### config.mk
export PLATFORM = sky130hd
export DESIGN_NAME = pix_dispatch
export DESIGN_NICKNAME = d
export VERILOG_FILES = /design/src/rtl/pix_dispatch_pkg.sv /design/src/rtl/pix_coord_map.sv /design/src/rtl/pix_dispatch.sv
export SDC_FILE = /design/constraint.sdc
export NUM_CORES = 2
export LEC_CHECK = 0
export ABC_AREA = 1
export CAP_MARGIN = 20
export CORE_UTILIZATION = 50
export CTS_CLUSTER_SIZE = 20
export DETAILED_ROUTE_END_ITERATION = 8
export GPL_TIMING_DRIVEN = 0
export PLACE_DENSITY_LB_ADDON = 0.3
export SYNTH_ARGS = -nofsm -noshare
export SYNTH_HDL_FRONTEND = slang
export SYNTH_SLANG_ARGS = --single-unit
### constraint.sdc
create_clock -name clk -period 7.7 [get_ports clk]
set_input_delay 2.31 -clock clk [delete_from_list [all_inputs] [get_ports clk]]
set_output_delay 2.31 -clock clk [all_outputs]
set_load 0.01 [all_outputs]
### src/rtl/pix_dispatch_pkg.sv
// Shared types and defaults for the pixel work dispatcher.
package pix_dispatch_pkg;

    localparam int unsigned FX_WIDTH_DEFAULT = 32;
    localparam int unsigned FRAC_DEFAULT     = 28;

    // Signed fixed-point value, Q4.28 at the default width/fraction.
    typedef logic signed [FX_WIDTH_DEFAULT-1:0] fx_t;

    typedef enum logic [1:0] {
        IDLE,
        RUN,
        DRAIN,
        DONE
    } dispatch_state_t;

endpackage

### src/rtl/pix_coord_map.sv
// Maps an integer pixel coordinate to its fixed-point complex seed.
// Pure combinational so a host-side readback checker can reuse it.
module pix_coord_map #(
    parameter int unsigned CNT_BITS = 10,
    parameter int unsigned WIDTH    = 32
) (
    input  logic        [CNT_BITS-1:0] x,
    input  logic        [CNT_BITS-1:0] y,
    input  logic signed [WIDTH-1:0]    re_min,
    input  logic signed [WIDTH-1:0]    re_step,
    input  logic signed [WIDTH-1:0]    im_max,
    input  logic signed [WIDTH-1:0]    im_step,
    output logic signed [WIDTH-1:0]    c_re,
    output logic signed [WIDTH-1:0]    c_im
);

    if (CNT_BITS > WIDTH) begin : g_width_check
        $error("CNT_BITS must not exceed WIDTH");
    end

    logic [WIDTH-1:0] x_ext;
    logic [WIDTH-1:0] y_ext;
    logic [WIDTH-1:0] x_prod;
    logic [WIDTH-1:0] y_prod;

    // Coordinates are plain integers, so only the low WIDTH bits of the
    // products matter; a WIDTH x WIDTH multiply yields exactly those bits
    // and overflow wraps in two's complement.
    always_comb begin
        x_ext  = {{(WIDTH-CNT_BITS){1'b0}}, x};
        y_ext  = {{(WIDTH-CNT_BITS){1'b0}}, y};
        x_prod = x_ext * re_step;
        y_prod = y_ext * im_step;
        c_re   = re_min + x_prod;
        c_im   = im_max - y_prod;
    end

endmodule

### src/rtl/pix_dispatch.sv
// Frame-level issuer: steps the external pixel counter and presents each
// pixel with its complex seed over a valid/ready output slot.
module pix_dispatch
    import pix_dispatch_pkg::*;
#(
    parameter int unsigned CNT_BITS = 10,
    parameter int unsigned WIDTH    = FX_WIDTH_DEFAULT,
    parameter int unsigned FRAC     = FRAC_DEFAULT
) (
    input  logic                       clk,
    input  logic                       rst,
    input  logic                       start,
    input  logic        [CNT_BITS-1:0] x_max,
    input  logic        [CNT_BITS-1:0] y_max,
    input  logic signed [WIDTH-1:0]    re_min,
    input  logic signed [WIDTH-1:0]    im_max,
    input  logic signed [WIDTH-1:0]    re_step,
    input  logic signed [WIDTH-1:0]    im_step,
    output logic                       cnt_clear,
    output logic                       cnt_enable,
    input  logic        [CNT_BITS-1:0] x_value,
    input  logic        [CNT_BITS-1:0] y_value,
    input  logic                       cnt_done,
    output logic                       out_valid,
    input  logic                       out_ready,
    output logic        [CNT_BITS-1:0] out_x,
    output logic        [CNT_BITS-1:0] out_y,
    output logic signed [WIDTH-1:0]    out_c_re,
    output logic signed [WIDTH-1:0]    out_c_im,
    output logic                       busy,
    output logic                       frame_done
);

    if (FRAC >= WIDTH) begin : g_frac_check
        $error("FRAC must be smaller than WIDTH");
    end

    // Frame bounds only matter to the counter, which owns the wrap logic.
    logic unused_bounds;
    assign unused_bounds = ^{x_max, y_max};

    dispatch_state_t    state;
    logic               load;
    logic signed [WIDTH-1:0] c_re;
    logic signed [WIDTH-1:0] c_im;

    pix_coord_map #(
        .CNT_BITS (CNT_BITS),
        .WIDTH    (WIDTH)
    ) u_coord_map (
        .x       (x_value),
        .y       (y_value),
        .re_min  (re_min),
        .re_step (re_step),
        .im_max  (im_max),
        .im_step (im_step),
        .c_re    (c_re),
        .c_im    (c_im)
    );

    // Slot can take a new pixel when empty or draining this cycle; counter
    // steps only alongside a load so no pixel is skipped or repeated.
    always_comb begin
        load       = !out_valid || out_ready;
        cnt_clear  = (state == IDLE);
        cnt_enable = (state == RUN) && load && !cnt_done;
        busy       = (state != IDLE);
    end

    // Dispatch FSM with registered output slot and frame_done pulse.
    always_ff @(posedge clk) begin
        if (rst) begin
            state      <= IDLE;
            out_valid  <= 1'b0;
            out_x      <= '0;
            out_y      <= '0;
            out_c_re   <= '0;
            out_c_im   <= '0;
            frame_done <= 1'b0;
        end else begin
            frame_done <= 1'b0;
            case (state)
                IDLE: begin
                    if (start) begin
                        state <= RUN;
                    end
                end
                RUN: begin
                    if (load) begin
                        out_x     <= x_value;
                        out_y     <= y_value;
                        out_c_re  <= c_re;
                        out_c_im  <= c_im;
                        out_valid <= 1'b1;
                        if (cnt_done) begin
                            state <= DRAIN;
                        end
                    end
                end
                DRAIN: begin
                    if (out_valid && out_ready) begin
                        out_valid  <= 1'b0;
                        frame_done <= 1'b1;
                        state      <= DONE;
                    end
                end
                DONE: begin
                    state <= IDLE;
                end
                default: begin
                    state <= IDLE;
                end
            endcase
        end
    end

endmodule

# After elaboration in Yosys (flattened, before gate mapping)
# Index checks and enable logic that the tools add are counted.
[totals]
ff_bits = 88
input_bits = 173
output_inout_bits = 89
wordCells = 41
[classes]
n_addsub = 2
mul = 2
n_eq_ne = 7
mux = 9
bitwise_logic = 1
reduce_logical = 13
[op_table]
columns = ["op", "n"]
rows = [
  ["$mul A10 B32 Y32", 2],
  ["$add A32 B32 Y32", 1],
  ["$sub A32 B32 Y32", 1],
  ["$mux W2", 4],
  ["$ne A2 B2 Y1 const B", 4],
  ["$pmux W2 S4", 1],
  ["$eq A2 B2 Y1 const B", 2],
  ["$reduce_and A4 Y1", 1],
  ["$reduce_bool A2 Y1", 2],
  ["$logic_and A1 B1 Y1", 3],
  ["$mux W1", 3],
  ["$reduce_and A3 Y1", 1],
  ["$eq A2 B1 Y1 const B", 1],
  ["$logic_not A1 Y1", 2],
  ["$logic_not A2 Y1", 1],
  ["$pmux W1 S2", 1],
  ["$reduce_and A2 Y1", 1],
  ["$reduce_or A2 Y1", 1],
  ["$logic_or A1 B1 Y1", 1],
  ["$not A1 Y1", 1],
]

# Logic depth before layout (Yosys ltp)
[logic_depth]
depth_word = 4
mapped_depth = 27
mapped_depth_nobuf = 26

# Modules after synthesis
# A second synthesis with hierarchy kept.
[unflattened]
hier_cells = 3089
area_unflattened_um2 = 22789.4
[modules_own_cells]
columns = ["module", "n_inst", "cells_each", "area_each_um2", "seq_area_each_um2"]
rows = [
  ["pix_coord_map", 1, 2684, 19346.1, 0.0],
  ["pix_dispatch", 1, 405, 3443.3, 1761.7],
]

# Worst setup path before layout
# No wires, ideal clock.
[synth_timing]
path_kind = "input-to-reg"
from = "in x_value[4]"
to = "reg out_c_re[19]"
setup_time_ns = 0.109
t_arrival_ns = 6.842
required_time_ns = 7.591
setup_slack_ns = 0.749
stages = 20
n_path_buf = 2
cell_sequence = "clkbuf_1 buf_1 nand2_1 fa_1 inv_1 fa_1 fa_1 fa_1 inv_1 fa_1 inv_1 ha_1 a21oi_1 a21boi_1 nand3_1 a21oi_1 xor2_1 nand2_1 nand2_1 inv_1"
[synth_between]
elab_chain_len = 2
[synth_rtl]
columns = ["element", "line_no", "source"]
rows = [
  ["start: declaration", "pix_dispatch.sv:21", "input logic [CNT_BITS-1:0] x_value,"],
  ["$mul A10 B32 Y32", "pix_coord_map.sv:32", "x_prod = x_ext * re_step;"],
  ["$add A32 B32 Y32", "pix_coord_map.sv:34", "c_re = re_min + x_prod;"],
  ["end signal: assignment", "pix_dispatch.sv:92", "out_c_re <= c_re;"],
  ["end: declaration", "pix_dispatch.sv:28", "output logic signed [WIDTH-1:0] out_c_re,"],
]
# Every way passes these cells.
# A chain may end at the register's enable or synchronous reset.

# Worst setup path in the final report
[layout_timing]
from = "in y_value[5]"
to = "reg out_c_im[31]"
[layout_between]
elab_chain_len = 2
[layout_rtl]
columns = ["element", "line_no", "source"]
rows = [
  ["start: declaration", "pix_dispatch.sv:22", "input logic [CNT_BITS-1:0] y_value,"],
  ["$mul A10 B32 Y32", "pix_coord_map.sv:33", "y_prod = y_ext * im_step;"],
  ["$sub A32 B32 Y32", "pix_coord_map.sv:35", "c_im = im_max - y_prod;"],
  ["end signal: assignment", "pix_dispatch.sv:93", "out_c_im <= c_im;"],
  ["end: declaration", "pix_dispatch.sv:29", "output logic signed [WIDTH-1:0] out_c_im,"],
]
# Every way passes these cells.

==> impl_metrics.ini <==
[critical_path]
cp_slowest_cell = fa_1
endpoint_kind = register
start_kind = primary input
r2r-start = state[1]$_SDFFE_PP0P_
arrival_ns = 7.77
path_cells = clkdlybuf4s50_1 > clkbuf_4 > clkbuf_2 > nand2_1 > inv_1 > fa_1 > inv_1 > fa_1 > fa_1 > fa_1 > inv_1 > fa_1 > inv_1 > ha_1 > a21oi_1 > o21ai_0 > a21oi_1 > nand2_2 > nand2_1 > nand2_1 > nand3_1 > nand3_1 > nand2_1 > inv_1
crit_fanout = 10
reg2regPathDepth = 8
cp_slowest_stage_delay_ns = 0.55
crit_type = primary input to register
rr_endpoint = out_y[4]$_SDFFE_PP0P_
cp.required_ns = 7.97
rrSetupSlack_ns = 5.51

[final_layout]
final_common_cell = inv_1
fin_area_mm2 = 0.0255
multi_input_area_mm2 = 0.0169
n_fill_cell = 4245
drive_gt1_share_pct = 3.11
layout.cells.non_filler = 3935
fin_nets = 4073
register_area_mm2 = 0.00176
areaGrowthSynthToFinish_pct = 13.0
mostFrequentLayoutCells = inv_1 (888), nand2_1 (811), fa_1 (458)

[routing]
drc = 0
dr.pass1.iters = 6
vias = 20000
wl_um = 68500
ant_nets = 0
wire_per_inst_um = 17.4
viasPerCell = 5.09
drt-initial-drc-count = 1438

[sta]
max_slew_margin_pct = 44.8
worst_pin_slew_ns = 0.828
fin_crit_ns = 7.50
finalCritPeriodShare_pct = 97.4
max_freq_mhz = 133
hold_violations = 0
fin_setup_tns_ns = 0
fin_worst_skew_ns = 0.0118
grt_setup_unrepaired = no
maxSlewViolCount = 0
hold_ws_ns = 0.509
setup_violations = 0

[flow_run]
drv_cap = 0

[grt]
grt_pass1_vias = 20000
grt_first_pass_wirelength_um = 109000
grt_usage_pct = 30.9
grt_start_max_net_pins = 20
gr-total-overflow = 0
antenna_found_initial = 3

[synth]
syn_nets = 3885
synth.distinct_cells = 40
syn_area_mm2 = 0.0226
seq_area_frac_synth_pct = 7.81
synth_area_per_cell_um2 = 7.16
ys_ff_latch = 88
synth_warnings = 0
synthCells = 3149

[placement]
place_area_mm2 = 0.0251
dp_hpwl_um = 58100
placed_cells = 3920
routabilityCongestion = 1.00
io_buffer_count = 179

[floorplan]
die-width_um = 214
die_y_um = 214
core_area_mm2 = 0.0443
die-area_mm2 = 0.0460
rows = 77
initial_core_util_pct = 50.9
io_pins = 262

[clocking]
clk_pin_slew_ns = 0.07
cts_buffers = 9
cts_max_level = 3
clk_latency_ns = 0.37
cts_tree = built
cts_sinks = 88
cts_root_buffer = clkbuf_16
cts_buffer_depth = 2

[worst_hold_path]
holdPathStages = 2
min_path_type = register to register
min_from = out_c_re[21]$_SDFFE_PP0P_
hold_path_end = out_c_re[21]$_SDFFE_PP0P_

[status]
outcome = completed
cells in the mapped netlist, drive strengths merged:
| cell | count | area (um2) |
|---|---|---|
| clkbuf | 107 | 402 |
| o21ai | 114 | 589 |
| fa | 458 | 9170 |
| o211ai | 12 | 90.1 |
| nand2b | 1 | 6.26 |
| o21bai | 10 | 75.1 |
| a31o | 1 | 8.76 |
| buf | 32 | 158 |
| dfxtp | 88 | 1760 |
| xor2 | 26 | 228 |
| ha | 105 | 1310 |
| a21oi | 85 | 440 |
| nor3 | 8 | 40.0 |
| nor3b | 1 | 12.5 |
| o21a | 4 | 30.0 |
| and3 | 2 | 12.5 |
| nor2 | 232 | 886 |
| nand3b | 5 | 37.5 |
| nor4 | 2 | 18.8 |
| nand3 | 95 | 495 |
| clkinv | 2 | 7.51 |
| xnor2 | 8 | 70.1 |
| nand2 | 816 | 3080 |
| a21o | 7 | 52.6 |
| a31oi | 6 | 37.5 |
| nand4 | 23 | 144 |
| a21boi | 5 | 37.5 |
| inv | 894 | 3360 |
flip-flops by register name, indices dropped and copies added, names as in the netlist:
name and flops:
state 2, out_y 10, out_c_im 32, out_x 10, out_c_re 32, frame_done 1
out_valid 1
metrics by stage:
step / setup slack [ns] / utilization, %
2_1_floorplan: 0.749 / -
3_3_place_gp: -1.17 / 56.6
3_5_place_dp: -1.13 / 56.6
4_1_cts: 0.00762 / 57.3
5_1_grt: 0.00211 / 57.5
6_report: 0.197 / 57.5
critical path: cells and delay by family:
family / cells / cell delay (ns)
compound gates: 3 / 0.55
fa+ha+maj: 6 / 2.87
buf+inv: 8 / 1.18
simple gates: 7 / 0.84
cell families after synthesis:
family	synth area share, %
compound gates	6.04
xor+xnor	1.32
fa+ha+maj	46.5
buf+inv	17.4
flops	7.81
simple gates	21.0
worst max-delay path by stage:
stage	start	to	slack (ns)
2_1_floorplan	x_value[4]	out_c_re[19]$_SDFFE_PP0P_	0.75
3_3_place_gp	x_value[4]	out_c_re[12]$_SDFFE_PP0P_	-1.17
3_5_place_dp	x_value[4]	out_c_re[12]$_SDFFE_PP0P_	-1.13
4_1_cts	y_value[4]	out_c_im[31]$_SDFFE_PP0P_	0.008
5_1_grt	y_value[2]	out_c_im[31]$_SDFFE_PP0P_	0.002
6_report	y_value[5]	out_c_im[31]$_SDFFE_PP0P_	0.20
metal layers:
| metal | wire length [um] | vias up | global-route usage (%) |
|---|---|---|---|
| li1 | - | 9371 | - |
| met1 | 28000 | 9600 | 41.2 |
| met2 | 31000 | 959 | 49.7 |
| met3 | 7280 | 116 | 7.16 |
| met4 | 2240 | 2 | 9.93 |
| met5 | 10 | - | 0 |
cell type report:
class                           count  share of cell area, %
Timing Repair Buffer              179                   7.05
Clock inverter                      7                  0.290
Clock buffer                        9                  0.884
Antenna cell                        1                0.00982
Buffer                            137                   2.43
Sequential cell                    88                   6.91
Inverter                          896                   13.2
Multi-Input combinational cell   2026                   66.3
Tap cell                          592                   2.91
repair_timing:
action                     CTS  global route
hold endpoints to repair     0             0
pin swaps                    0             0
setup endpoints to repair   45            35
hold buffers                 0             0
setup buffers                0             0
gates resized for setup     15            63
Power is left out: the tool's default activity adds up to more than one toggle a clock period on the data nets, which glitch-free logic cannot reach.
==> RTL edit, RTL diff (same settings) <==
Re-encode `dispatch_state_t` (4 states) as one-hot, 4 bits wide.
--- a/src/rtl/pix_dispatch_pkg.sv
+++ b/src/rtl/pix_dispatch_pkg.sv
@@ -9,7 +9,7 @@
 
-    typedef enum logic [1:0] {
-        IDLE,
-        RUN,
-        DRAIN,
-        DONE
+    typedef enum logic [3:0] {
+        IDLE  = 4'b0001,
+        RUN   = 4'b0010,
+        DRAIN = 4'b0100,
+        DONE  = 4'b1000
     } dispatch_state_t;
Check against the original RTL: no difference found for any inputs over 4 cycles, from zero or initial values and one cycle with rst high; so few cycles prove little.
==> RTL edit against the unedited design <==
- sequential cell count grew 2
- largest cell class unchanged
- sequential share of layout area grew 0.14 points
- synthesized area grew 0.36%
- wire length grew 1.5%
- fmax shrank 0.35%
- final area grew 0.27%
- setup slack lost 0.026 ns
Power is left out: the tool's default activity adds up to more than one toggle a clock period on the data nets, which glitch-free logic cannot reach.
==> RTL edit: results <==
export IMPL_outcome="finished, final reports clean"
export IMPL_synthDistinctLibCells=47
export IMPL_syn_num_nets=3844
export IMPL_drt_iter0_drc=1511
export IMPL_hold_ws_ns=0.5173
export IMPL_endpoint="out_c_im[16]$_SDFFE_PP0P_"
export IMPL_gp_congestion=0.9776
export IMPL_wire_per_inst_um=17.82
export IMPL_highest_layer="met4"
export IMPL_regToRegSetupSlack_ns=5.66
export IMPL_stdcell_count=3901
export IMPL_critical_path_slowest_cell="clkdlybuf4s50_1"
export IMPL_wl_met2_mm=31.24
export IMPL_slew_headroom_pct=40.33
export IMPL_critPathTopFamily="adder cells"
export IMPL_portBuffers=180
export IMPL_min_to="out_c_re[12]$_SDFFE_PP0P_"
export IMPL_wl_met3_mm=7.467
export IMPL_fin_crit_ns=7.529
export IMPL_grtUsageMet1_pct=42.54
export IMPL_worstHoldStart="out_c_re[12]$_SDFFE_PP0P_"
export IMPL_ys_top_cells_by_area="fa_1, inv_1, nand2_1, dfxtp_1, ha_1"
export IMPL_synth_compound_area_share_pct=7.435
export IMPL_grt_use_met2_pct=49.19
export IMPL_first_pass_iters=8
export IMPL_place_area_um2=25180
export IMPL_track_usage_pct=31.09
export IMPL_synthAdderAreaFrac_pct=46.14
export IMPL_wl_met1_mm=28.77
export IMPL_finClkSkew_ns=0.009919
export IMPL_cp_max_fo=10
export IMPL_synth_seq_area_share_pct=7.960
export IMPL_pre_cts_ws_ns=-0.8683
export IMPL_crit_start="y_value[1]"
export IMPL_r2r_end="out_y[7]$_SDFFE_PP0P_"
export IMPL_grt_use_met3_pct=7.346
export IMPL_synthTopCellsByCount="inv_1, nand2_1, fa_1"
export IMPL_drive_gt1_share_pct=3.327
export IMPL_r2r_start="state[2]$_SDFFE_PP0P_"
export IMPL_yosys_area_share_xor_xnor_pct=1.006
export IMPL_via_count=20060
export IMPL_critical_path_max_stage_delay_ns=0.59
export IMPL_reg_top3="out_c_im x32, out_c_re x32"
export IMPL_grt_pass1_wl_mm=110.7
export IMPL_avgSynthCellArea_um2=7.276
export IMPL_ys_flop_type="dfxtp_1"
export IMPL_fill_cells=4175
export IMPL_cp_arrival_ns=7.79
## RTL edit: area by class of cell
class / count / area, um^2 / area share (%)
Multi-Input combinational cell: 1975 / 16850 / 65.93
Inverter: 905 / 3397 / 13.29
Timing Repair Buffer: 181 / 1809 / 7.080
Sequential cell: 90 / 1802 / 7.050
Tap cell: 592 / 740.7 / 2.898
Buffer: 140 / 683.2 / 2.673
Clock buffer: 10 / 229.0 / 0.8960
Clock inverter: 5 / 38.79 / 0.1518
Antenna cell: 3 / 7.507 / 0.02938
## RTL edit: cell families after synthesis
family | after synthesis
AND/OR/NAND/NOR | 1105
buffers and inverters | 1046
adder cells (fa/ha/maj) | 560
AO/OA/AOI/OAI | 284
flip-flops | 90
XOR/XNOR | 26
## RTL edit: repair_timing
action,CTS,global route
pin swaps,0,1
gates resized for setup,10,60
hold buffers,0,0
gates cloned,0,0
setup endpoints to repair,47,42
setup buffers,0,1
## RTL edit: worst min-delay path: stages (launching register included)
cell,delay [ns]
dfxtp_1,0.33
o211ai_1,0.10
inv_1,0.06
